[config.mk]
export PLATFORM = sky130hd
export DESIGN_NAME = game_tick_gen
export DESIGN_NICKNAME = d
export VERILOG_FILES = /design/src/rtl/game_tick_pkg.sv /design/src/rtl/game_tick_gen_period_counter.sv /design/src/rtl/game_tick_gen.sv
export SDC_FILE = /design/constraint.sdc
export NUM_CORES = 1
export LEC_CHECK = 0
export BUFFER_PORTS_ARGS = -buffer_cell sky130_fd_sc_hd__buf_2
export CAP_MARGIN = 20
export CORE_MARGIN = 4
export CORE_UTILIZATION = 45
export CTS_CLUSTER_DIAMETER = 50
export DETAILED_ROUTE_END_ITERATION = 12
export PLACE_DENSITY = 0.69
export SLEW_MARGIN = 20
export SYNTH_ARGS = -nofsm -noshare
export SYNTH_HDL_FRONTEND = slang
export SYNTH_HIERARCHICAL = 1
export SYNTH_SLANG_ARGS = --single-unit
[constraint.sdc]
create_clock -name clk -period 7.9 [get_ports clk]
set_input_delay 0 -clock clk [delete_from_list [all_inputs] [get_ports clk]]
set_output_delay 0 -clock clk [all_outputs]
set_load 0.01 [all_outputs]
[src/rtl/game_tick_pkg.sv]
`default_nettype none
// ============================================================================
// Module      : game_tick_pkg
// Description : Shared types and helpers for the Bricks game tick generator:
//               run-state encoding, timeout length and speed clamping.
// Revision    : 1.0 - initial release
// ============================================================================
package game_tick_pkg;

    // Run state of the tick generator
    typedef enum logic [1:0] {
        IDLE  = 2'd0,
        RUN   = 2'd1,
        PAUSE = 2'd2
    } state_t;

    // Seconds of play before the optional timeout ends the round
    localparam int unsigned TIMEOUT_SEC = 60;

    // Limit a requested speed level to the highest supported level
    function automatic int unsigned clamp_speed(input int unsigned req,
                                                input int unsigned max_lvl);
        return (req > max_lvl) ? max_lvl : req;
    endfunction

endpackage
`default_nettype wire

[src/rtl/game_tick_gen_period_counter.sv]
`default_nettype none
// ============================================================================
// Module      : period_counter
// Description : Free-running modulo counter. Counts 0..period-1 while en is
//               high and flags the terminal count combinationally so the
//               parent can register its pulse on the same edge as the wrap.
// Revision    : 1.0 - initial release
// ============================================================================
module period_counter #(
    parameter int CNT_W = 8
) (
    input  logic             clk,
    input  logic             resetN,
    input  logic             clr,
    input  logic             en,
    input  logic [CNT_W-1:0] period,
    output logic             wrap
);

    logic [CNT_W-1:0] r_count;

    // Terminal count reached on an enabled cycle; a held count never wraps
    assign wrap = en & (r_count == (period - CNT_W'(1)));

    // Count register: clear wins, otherwise advance only when enabled
    always_ff @(posedge clk or negedge resetN) begin
        if (!resetN) begin
            r_count <= '0;
        end else if (clr) begin
            r_count <= '0;
        end else if (en) begin
            r_count <= wrap ? '0 : (r_count + CNT_W'(1));
        end
    end

endmodule
`default_nettype wire

[src/rtl/game_tick_gen.sv]
`default_nettype none
// ============================================================================
// Module      : game_tick_gen
// Description : Game-pace tick generator for Bricks. Produces a speed-
//               selectable tick with a 50% duty toggle, a real-time 1 s
//               pulse and a saturating elapsed-seconds count, with
//               start/restart and pause/resume control.
//               Optional macro GAME_TICK_TIMEOUT_EN adds a sticky timeout
//               output that stops play after TIMEOUT_SEC seconds.
// Revision    : 1.0 - initial release
// ============================================================================
module game_tick_gen
    import game_tick_pkg::*;
#(
    parameter  int CLK_HZ    = 50000000,
    parameter  int MAX_SPEED = 3,
    parameter  int SEC_W     = 8,
    localparam int CNT_W     = $clog2(CLK_HZ + 1),
    localparam int SPD_W     = $clog2(MAX_SPEED + 1)
) (
    input  logic             clk,
    input  logic             resetN,
    input  logic             startN,
    input  logic             pause,
    input  logic [SPD_W-1:0] speed,
    output logic             tick,
    output logic             duty50,
    output logic             sec_pulse,
    output logic [SEC_W-1:0] elapsed_sec,
`ifdef GAME_TICK_TIMEOUT_EN
    output logic             timeout,
`endif
    output logic             running
);

    localparam logic [CNT_W-1:0] BASE_PERIOD = CNT_W'(CLK_HZ);
    localparam logic [SEC_W-1:0] SEC_MAX     = '1;

    state_t           state;
    state_t           state_nxt;
    logic [SPD_W-1:0] r_speed;
    logic [CNT_W-1:0] w_tick_period;
    logic             w_restart;
    logic             w_count_en;
    logic             w_clr;
    logic             w_tick_wrap;
    logic             w_sec_wrap;
    logic             w_timeout_hit;

    assign w_restart     = ~startN;
    // Pause in the same cycle as a terminal count freezes the count at P-1
    assign w_count_en    = startN & (state == RUN) & ~pause & ~w_timeout_hit;
    assign w_clr         = w_restart | (state == IDLE);
    assign w_tick_period = BASE_PERIOD >> r_speed;

`ifdef GAME_TICK_TIMEOUT_EN
    assign w_timeout_hit = (state == RUN) && (32'(elapsed_sec) >= TIMEOUT_SEC);

    // Sticky timeout flag, cleared only by restart or reset
    always_ff @(posedge clk or negedge resetN) begin
        if (!resetN) begin
            timeout <= 1'b0;
        end else if (w_restart) begin
            timeout <= 1'b0;
        end else if (w_timeout_hit) begin
            timeout <= 1'b1;
        end
    end
`else
    assign w_timeout_hit = 1'b0;
`endif

    period_counter #(.CNT_W(CNT_W)) u_tick_cnt (
        .clk    (clk),
        .resetN (resetN),
        .clr    (w_clr),
        .en     (w_count_en),
        .period (w_tick_period),
        .wrap   (w_tick_wrap)
    );

    period_counter #(.CNT_W(CNT_W)) u_sec_cnt (
        .clk    (clk),
        .resetN (resetN),
        .clr    (w_clr),
        .en     (w_count_en),
        .period (BASE_PERIOD),
        .wrap   (w_sec_wrap)
    );

    // State register; running is registered alongside it
    always_ff @(posedge clk or negedge resetN) begin
        if (!resetN) begin
            state   <= IDLE;
            running <= 1'b0;
        end else begin
            state   <= state_nxt;
            running <= (state_nxt == RUN);
        end
    end

    // Next-state logic: restart overrides everything, then timeout, then pause
    always_comb begin
        state_nxt = state;
        if (w_restart) begin
            state_nxt = RUN;
        end else begin
            case (state)
                IDLE:    state_nxt = IDLE;
                RUN: begin
                    if (w_timeout_hit) begin
                        state_nxt = IDLE;
                    end else if (pause) begin
                        state_nxt = PAUSE;
                    end
                end
                PAUSE: begin
                    if (!pause) begin
                        state_nxt = RUN;
                    end
                end
                default: state_nxt = IDLE;
            endcase
        end
    end

    // Speed is sampled only at restart and at each tick so periods never change mid-way
    always_ff @(posedge clk or negedge resetN) begin
        if (!resetN) begin
            r_speed <= '0;
        end else if (w_restart || (w_count_en && w_tick_wrap)) begin
            r_speed <= SPD_W'(clamp_speed(32'(speed), 32'(MAX_SPEED)));
        end
    end

    // Gameplay tick and its half-rate toggle; restart gives an immediate tick
    always_ff @(posedge clk or negedge resetN) begin
        if (!resetN) begin
            tick   <= 1'b0;
            duty50 <= 1'b0;
        end else if (w_restart) begin
            tick   <= 1'b1;
            duty50 <= 1'b0;
        end else begin
            tick <= w_count_en & w_tick_wrap;
            if (w_count_en && w_tick_wrap) begin
                duty50 <= ~duty50;
            end
        end
    end

    // Real-time second pulse and saturating seconds count
    always_ff @(posedge clk or negedge resetN) begin
        if (!resetN) begin
            sec_pulse   <= 1'b0;
            elapsed_sec <= '0;
        end else if (w_restart) begin
            sec_pulse   <= 1'b0;
            elapsed_sec <= '0;
        end else begin
            sec_pulse <= w_count_en & w_sec_wrap;
            if (w_count_en && w_sec_wrap && (elapsed_sec != SEC_MAX)) begin
                elapsed_sec <= elapsed_sec + SEC_W'(1);
            end
        end
    end

endmodule
`default_nettype wire

Word-level counts from Yosys, hierarchy flattened
Cells that the tools add are included. Widths: inputs -> output; s select.

Reduce and logical (&&, ||, !) cells: 6. Add/sub/neg operators: 4. Multiplexer cells: 16. Bitwise gates (word level): 10. Equal/unequal tests: 8. Shift operators: 1.

Operators with widths (count): $mux 26 (6); $add 26x1->26 const B (2); $eq 26x26->1 (1); $eq 26x26->1 const B (1); $shr 26x2->26 const A (1); $sub 26x1->26 const B (1); $mux 8 (2); $add 8x1->8 const B (1); $ne 8x8->1 const B (1); $and 1x1->1 (6); $mux 2 (3); $eq 2x1->1 const B (2); $mux 1 (4); $ne 2x1->1 const B (2); $pmux 2 s2 (1); $logic_and 1x1->1 (3); $not 1->1 (3); $eq 2x2->1 const B (1); $logic_not 2->1 (1); $reduce_bool 2->1 (1); $logic_or 1x1->1 (1); $or 1x1->1 (1).

Register bits after elaboration: 68. Word-level logic and storage cells: 54. Bits of input ports: 6.

Logic depth before layout (Yosys ltp)
Gate-level depths: netlist of run 1.

Depth in word-level cells: 8. Mapped depth: 14. Gate-level depth less buffers: 14.

Modules after synthesis
The synthesis of run 1 kept the hierarchy.

Modules (own cells, without submodules): period_counter (times used 2, area each 2208.4 µm², cells each 257); game_tick_gen (times used 1, area each 859.6 µm², cells each 92).

Worst setup path after synthesis of run 1
No wires, ideal clock.

Path kind: register to register. From: reg r_speed[0]. To: reg r_speed[0]. Arrival time: 2987 ps. Stages on the path, launching flop included: 15. Path buffers: 1. Required time: 7775 ps. Slack: 4788 ps. Cell sequence: dfrtp_1 -> inv_1 -> nand2_1 -> inv_1 -> nor4_2 -> and3_1 -> clkbuf_1 -> xnor2_1 -> o221a_2 -> a211oi_2 -> nand4_4 -> inv_1 -> nand2_1 -> nand2_1 -> mux2_2.

Cells in the longest elaborated chain, start to end: 6.

Ends and longest elaborated chain: start, declared (RTL line game_tick_gen.sv:41) `logic [SPD_W-1:0] r_speed;`; start signal, assigned (RTL line game_tick_gen.sv:132) `r_speed <= SPD_W'(clamp_speed(32'(speed), 32'(MAX_SPEED)));`; $shr 26x2->26 (RTL line game_tick_gen.sv:54) `assign w_tick_period = BASE_PERIOD >> r_speed;`; named net w_tick_period[15] (RTL line game_tick_gen.sv:42) `logic [CNT_W-1:0] w_tick_period;`; $sub 26x1->26 (RTL line game_tick_gen_period_counter.sv:23) `assign wrap = en & (r_count == (period - CNT_W'(1)));`; $eq 26x26->1 (RTL line game_tick_gen_period_counter.sv:23); $and 1x1->1 (RTL line game_tick_gen_period_counter.sv:23); named net w_tick_wrap (RTL line game_tick_gen.sv:46) `logic w_tick_wrap;`; $logic_and 1x1->1 (RTL line game_tick_gen.sv:131) `end else if (w_restart || (w_count_en && w_tick_wrap)) begin`; $logic_or 1x1->1 (RTL line game_tick_gen.sv:131).

The timed path passes the listed nets, and every way through them passes these cells. A chain may end at the register's enable or synchronous reset.

Final worst setup path of run 1
Same ends and word-level chain as after synthesis.

==> impl_metrics.csv, run 1 <==
group,metric,value,unit
worst_setup_path,crit_slowest_cell,"dfrtp_1",
worst_setup_path,crit_start,"r_speed[0]",
clocking,cts_tree,"done",
worst_setup_path,r2r-start,"r_speed[0]",
floorplan,core_area,0.0115,sq mm
clocking,clk_latency,0.33,ns
grt,grt_pass1_wl,20900,microns
synth,synthFlopType,"dfrtp_1",
timing,fin_crit_sh,45.6,%
timing,final-setup-viol-count,0,
synth,yosys_register_bits,68,
synth,async_reset_ff_share,100,%
job,max-cap-violations,0,
drt,ant_nets,0,
clocking,post_cts_buffers,0,
grt,grt_usage,19.1,%
timing,worstMarginPinSlew,0.865,ns
clocking,cts_root_buf,"clkbuf_16",
synth,syn_inst,606,
timing,finalHoldViolCount,0,
worst_setup_path,reg2reg_depth,13,
worst_setup_path,max_stage_delay,0.46,ns
synth,synth_top_family_by_area,"simple AND/OR/NAND/NOR gates",
clocking,cts_made_buffers,9,
worst_setup_path,crit_cells,13,
worst_setup_path,crit_buf_inv,3,
synth,yosys.area_share.simple,32.0,%
run_status,status,"finished, final reports clean",
worst_setup_path,path_delay_family,"simple AND/OR/NAND/NOR gates",
power_and_ir_drop,leakagePower,0.00271,uW
clocking,ctsHtreeMaxLevel,3,
floorplan,die_x,116,microns
timing,finalMaxSlewViolations,0,
finish,final_core_util,55.3,%
synth,synthAdderAreaFrac,2.13,%
drt,routed_wl,11900,microns
worst_setup_path,crit_required,8.11,ns
synth,synthMuxAreaShare,0.806,%
drt,drtIter0Drc,228,
worst_setup_path,worstSetupEndpointType,"register",
grt,grt_max_degree,69,
finish,nNetsFinal,784,
timing,whs,0.0649,ns
grt,antenna_found_initial,0,
place,gp_congestion,1.01,
worst_setup_path,start_kind,"register",
worst_setup_path,crit_path_max_fanout,9,
synth,seq_area_frac_synth,32.3,%
worst_setup_path,r2r_setup_slack,4.30,ns
worst_setup_path,critPathKind,"reg2reg",
power_and_ir_drop,p_int,637,uW
power_and_ir_drop,p_switching,232,uW
timing,finalSetupTns,0,ns
drt,vias,4633,
grt,first_global_vias,4482,
synth,synth.cell_area,0.00528,sq mm
worst_setup_path,r2r_end,"r_speed[0]",
floorplan,initial_core_util,46.0,%
synth,synth_edf_count,0,
worst_setup_path,arrival,3.82,ns
synth,ys_types,58,
power_and_ir_drop,p_comb_share,13.8,%
power_and_ir_drop,p_clk_share,45.3,%
floorplan,rows,39,
synth,synth-compound-area-share,10.8,%
drt,dr.pass1.iters,5,
grt,overflow,0,
finish,antenna_cells,0,
power_and_ir_drop,finalPower,868,uW
finish,drive_gt1_share,7.88,%
min_path,hp-class,"in2reg",
worst_setup_path,worstPathCellList,"inv_1 -> nand2_1 -> inv_1 -> nor4_2 -> nand3_1 -> o31ai_1 -> nand3_1 -> nor4b_2 -> nand4_4 -> inv_1 -> nand2_1 -> nand2_1 -> mux2_2",
timing,period_needed,3.60,ns
drt,wl_per_cell,13.0,microns
place,pre_cts_slack,4.33,ns
clocking,clk_pin_slew,0.06,ns
worst_setup_path,endpoint,"r_speed[0]",
timing,fmax,277,MHz
power_and_ir_drop,vdd_drop_max,0.110,mV
drt,via_per_inst,5.05,
timing,slew_headroom,42.3,%
drt,drcViolationCount,0,
synth,synth_xor_area_share,18.8,%
place,io_buffer_count,17,
floorplan,ios,18,
synth,avgSynthCellArea,8.71,sq um
power_and_ir_drop,power_density,137,mW/mm^2
timing,rsz0062_at_grt,"false",
clocking,cts_num_sinks,68,
floorplan,dieArea,0.0135,sq mm
clocking,cts_max_path_buffers,2,
timing,setup_slack,4.30,ns
place,dpl.hpwl,9080,microns
power_and_ir_drop,seq_power_share,41.0,%
floorplan,die_y,116,microns
synth,ys_warn_count,6,
finish,area_delta_synth_final,20.2,%
power_and_ir_drop,p_sw_share,26.7,%
timing,finClkSkew,0.00456,ns
-- stage by stage --
stage / area, sq um / instances
2_1_floorplan: 5820 / 750
3_3_place_gp: 6010 / 897
3_5_place_dp: 6010 / 897
4_1_cts: 6340 / 917
5_1_grt: 6340 / 917
6_report: 6340 / 917
-- repair_timing --
action	4_1_cts	5_1_grt
setup endpoints to repair	0	0
resized for setup	0	0
endpoints found under the hold margin	71	0
hold buffers	4	0
-- registers in the layout, summed over array words and instances, names as in the netlist --
signal,cells
u_sec_cnt/r_count,26
r_speed,2
tick,1
state,2
running,1
duty50,1
sec_pulse,1
elapsed_sec,8
u_tick_cnt/r_count,26
-- power by group through the flow --
stage	registers [uW]	clock network (uW)	logic, uW
global placement	362	0	111
floorplan	361	0	90.1
global route	356	419	135
detailed placement	362	0	114
finish	356	393	120
CTS	355	404	116
-- routing by layer --
layer  global-route usage (%)  share of wire [%]
met5                        0                  0
met1                     25.9                 48
met3                     2.85                3.8
met4                     8.04                2.3
met2                     30.6                 46
-- worst min-delay path by stage --
stage / slack (ns) / start / end / cells past startpoint
after detailed placement: 0.24 / speed[0] / r_speed[0] / 2
after global routing: 0.06 / pause / sec_pulse / 2
final: 0.06 / pause / sec_pulse / 2
after global placement: 0.24 / resetN / elapsed_sec[0] / 2
after floorplan: -0.30 / resetN / duty50 / 0
after CTS: 0.05 / pause / sec_pulse / 2
-- final cells by class --
cell class | instances | area, sq um
Fill cell | 1055 | 5120
Clock buffer | 10 | 229
Clock inverter | 6 | 63.8
Sequential cell | 68 | 1700
Timing Repair Buffer | 23 | 140
Inverter | 21 | 78.8
Tap cell | 143 | 179
Multi-Input combinational cell | 646 | 3950
-- Yosys cell counts, types with 11 or more instances --
cell	instances	area [sq um]
a21oi_1	14	70.1
and3_1	16	100
clkbuf_1	11	41.3
dfrtp_1	68	1700
inv_1	21	78.8
nand2_1	39	146
nand2b_1	20	125
nand3_1	26	130
nand4_1	26	163
nor2_1	80	300
nor3_1	17	85.1
o21ai_0	11	55.1
xnor2_1	54	473
xor2_1	59	517
-- worst reg2reg max path: cells and delay by family (launching register included) --
family,cells,cell delay (ns)
and+or+nand+nor,8,1.93
AOI/OAI and AO/OA,1,0.27
DFF,1,0.46
buffers and inverters,3,0.49
muxes,1,0.34
-- placed cells by master (no fill, tap or decap), types with 4 or more instances in the layout --
master	synthesis	routed
o21ai_0	11	11
buf_2	0	17
and3_1	16	16
or4_1	6	6
nor3b_1	6	6
and2_1	5	5
o22ai_1	4	4
nand2b_1	20	20
nor4_1	8	8
nor3_1	17	17
xnor2_1	54	54
nand4_1	26	26
xor2_1	59	59
dlygate4sd3_1	0	4
nor2b_1	4	4
o2111ai_1	4	4
a21oi_1	14	14
a32oi_1	4	4
nor2_1	80	80
nor2_2	4	4
conb_1	2	146
ha_1	9	9
o31ai_1	6	6
a311oi_1	4	4
dfrtp_1	68	68
nand2_1	39	39
nand3b_1	9	9
and4_1	5	5
nor4b_2	4	4
nand3_1	26	26
a31oi_1	9	9
clkbuf_16	0	9
inv_1	21	21
-- kinds of logic (layout without fill, tap and decap cells) --
kind of cell             count (synthesis)  after routing
XOR/XNOR                               113            113
adder cells (fa/ha/maj)                  9              9
AND/OR/NAND/NOR                        296            296
buffers and inverters                   36             60
flip-flops                              68             68
multiplexers                             4              4
AO/OA/AOI/OAI                           78             78
other                                    2            146
(Power assumes the default switching activity.)
==> run 2, diff against run 1 <==
Settings changed: PLACE_DENSITY 0.69 to 0.71.
Clock period 7.9 ns to 3.3 ns, I/O delays scaled along.
==> run 2 against run 1 <==
Against the previous run:
- register-to-register slack got worse by 4.0 ns
- worst setup slack got worse by 4.0 ns
- largest cell class unchanged
- core utilization rose by 1.1 points
- fmax rose by 18%
- non-clock buffer count rose by 10
- via count rose by 0.39%
- critical path depth fell by 1
- highest routed layer unchanged
- design area rose by 2.0%
- sequential power rose by 140%
- die area did not move
==> impl_metrics.csv, run 2 (same netlist as run 1, synthesis figures left out) <==
group,metric,value,unit
finish,reg.largest.list,"u_sec_cnt/r_count x26, u_tick_cnt/r_count x26, elapsed_sec x8",
grt,grt_pass1_wl,21400,microns
timing,finalSetupTns,0,ns
finish,layout_common_cells,"146 x conb_1, 80 x nor2_1, 67 x dfrtp_1, 59 x xor2_1, 54 x xnor2_1",
drt,dr.pass1.iters,7,
floorplan,dieArea,0.0135,sq mm
worst_setup_path,r2r_setup_slack,0.25,ns
power_and_ir_drop,vdd_drop_max,0.282,mV
clocking,clk_pin_slew,0.06,ns
timing,rsz0062_at_grt,"false",
drt,vias,4651,
clocking,clk_latency,0.33,ns
worst_setup_path,max_stage_delay,0.48,ns
finish,antenna_cells,0,
timing,finClkSkew,0.00660,ns
drt,drcViolationCount,0,
timing,final-setup-viol-count,0,
clocking,cts_made_buffers,9,
worst_setup_path,crit_required,3.51,ns
finish,final_common_cell,"conb_1",
grt,overflow,0,
power_and_ir_drop,leakagePower,0.00277,uW
worst_setup_path,start_kind,"register",
floorplan,ios,18,
timing,period_needed,3.05,ns
timing,fin_crit_sh,92.5,%
drt,ant_nets,0,
power_and_ir_drop,finalPower,2170,uW
power_and_ir_drop,seq_power_share,39.2,%
power_and_ir_drop,power_density,336,mW/mm^2
worst_setup_path,worstPathCellList,"or2_4 -> inv_1 -> nor4_4 -> and3_1 -> xnor2_1 -> o221a_2 -> a211oi_2 -> nand4_4 -> inv_1 -> nand2_1 -> nand2_1 -> mux2_2",
worst_setup_path,crit_path_max_fanout,8,
timing,fmax,327,MHz
clocking,post_cts_buffers,0,
timing,finalMaxSlewViolations,0,
floorplan,die_y,116,microns
timing,worstMarginPinSlew,0.552,ns
worst_setup_path,worstSetupEndpointType,"register",
drt,routed_wl,12400,microns
finish,final_core_util,56.4,%
floorplan,initial_core_util,46.0,%
min_path,hp-class,"in2reg",
floorplan,die_x,116,microns
floorplan,rows,39,
place,gp_congestion,0.943,
place,dpl.hpwl,9530,microns
worst_setup_path,arrival,3.26,ns
finish,nFillCells,1043,
job,max-cap-violations,0,
power_and_ir_drop,p_clk_share,46.8,%
clocking,cts_root_buf,"clkbuf_16",
worst_setup_path,critPathKind,"reg2reg",
power_and_ir_drop,p_sw_share,25.2,%
power_and_ir_drop,p_int,1630,uW
worst_setup_path,reg2reg_depth,12,
clocking,ctsHtreeMaxLevel,3,
place,io_buffer_count,17,
timing,slew_headroom,62.9,%
drt,drtIter0Drc,267,
min_path,min_path_cells,2,
finish,nNetsFinal,794,
grt,antenna_found_initial,0,
grt,grt_max_degree,33,
grt,first_global_vias,4515,
finish,area_delta_synth_final,22.6,%
worst_setup_path,crit_slowest_cell,"dfrtp_1",
drt,wl_per_cell,13.4,microns
power_and_ir_drop,p_switching,547,uW
grt,grt_usage,19.7,%
finish,drive_gt1_share,9.46,%
power_and_ir_drop,p_comb_share,13.9,%
run_status,status,"finished, final reports clean",
floorplan,core_area,0.0115,sq mm
timing,finalHoldViolCount,0,
drt,via_per_inst,5.03,
clocking,cts_tree,"done",
clocking,cts_max_path_buffers,2,
clocking,cts_num_sinks,68,
## run 2: changes by cell type in the layout (fill, tap and decap cells not counted), moves of 2 or more
cell,previous run,this run
o311ai_0,3,1
buf_4,2,12
o311ai_1,0,2
clkinv_2,2,0
## run 2: final cells by class
class / count / area, sq um / area share, %
multi-input combinational: 646 / 3980 / 61.5
sequential: 68 / 1700 / 26.3
clock buffer: 10 / 239 / 3.69
timing repair buffer: 33 / 215 / 3.33
tap: 143 / 179 / 2.77
inverter: 21 / 78.8 / 1.22
clock inverter: 4 / 75.1 / 1.16
## run 2: power groups by stage
stage | clock network, uW | logic, uW | registers (uW)
detailed placement | 0 | 283 | 866
floorplan | 0 | 216 | 865
global route | 1080 | 341 | 853
global placement | 0 | 278 | 866
finish | 1020 | 303 | 853
CTS | 1040 | 289 | 852
## run 2: critical path, delay by kind of cell (launching register included)
family | cells | cell delay (ns)
simple gates | 6 | 1.21
compound gates | 2 | 0.55
flops | 1 | 0.48
mux | 1 | 0.35
buf+inv | 2 | 0.24
xor+xnor | 1 | 0.11
## run 2: path summary, 6_finish.rpt
check / start / end
worst max-delay path: r_speed[0] / r_speed[1]
worst min-delay path: pause / sec_pulse
worst max register to register: r_speed[0] / r_speed[1]
worst min register to register: duty50 / duty50
max in group asynchronous: resetN / u_tick_cnt/r_count[4]
min in group asynchronous: resetN / elapsed_sec[1]
## run 2: what timing repair did
| action | 4_1_cts | 5_1_grt |
|---|---|---|
| endpoints found under the hold margin | 19 | 0 |
| endpoints found under the setup margin | 0 | 32 |
| hold buffers | 4 | 0 |
| resized for setup | 0 | 9 |
## run 2: per-layer routing
layer  wire [microns]  global-route usage, %
met5                0                      0
met3              436                   3.01
met4              166                   5.34
met2             5880                   32.2
met1             5920                   27.3
## run 2: per-stage QoR
stage               hold slack (ns)  setup WS (ns)  cell area [sq um]  std cells
finish                       0.0748          0.246               6470        925
global route                 0.0858        0.00774               6470        925
CTS                          0.0504         0.0985               6440        925
detailed placement          -0.0555          0.136               6080        907
global placement            -0.0699          0.262               6080        907
floorplan                    -0.296          0.188               5820        750
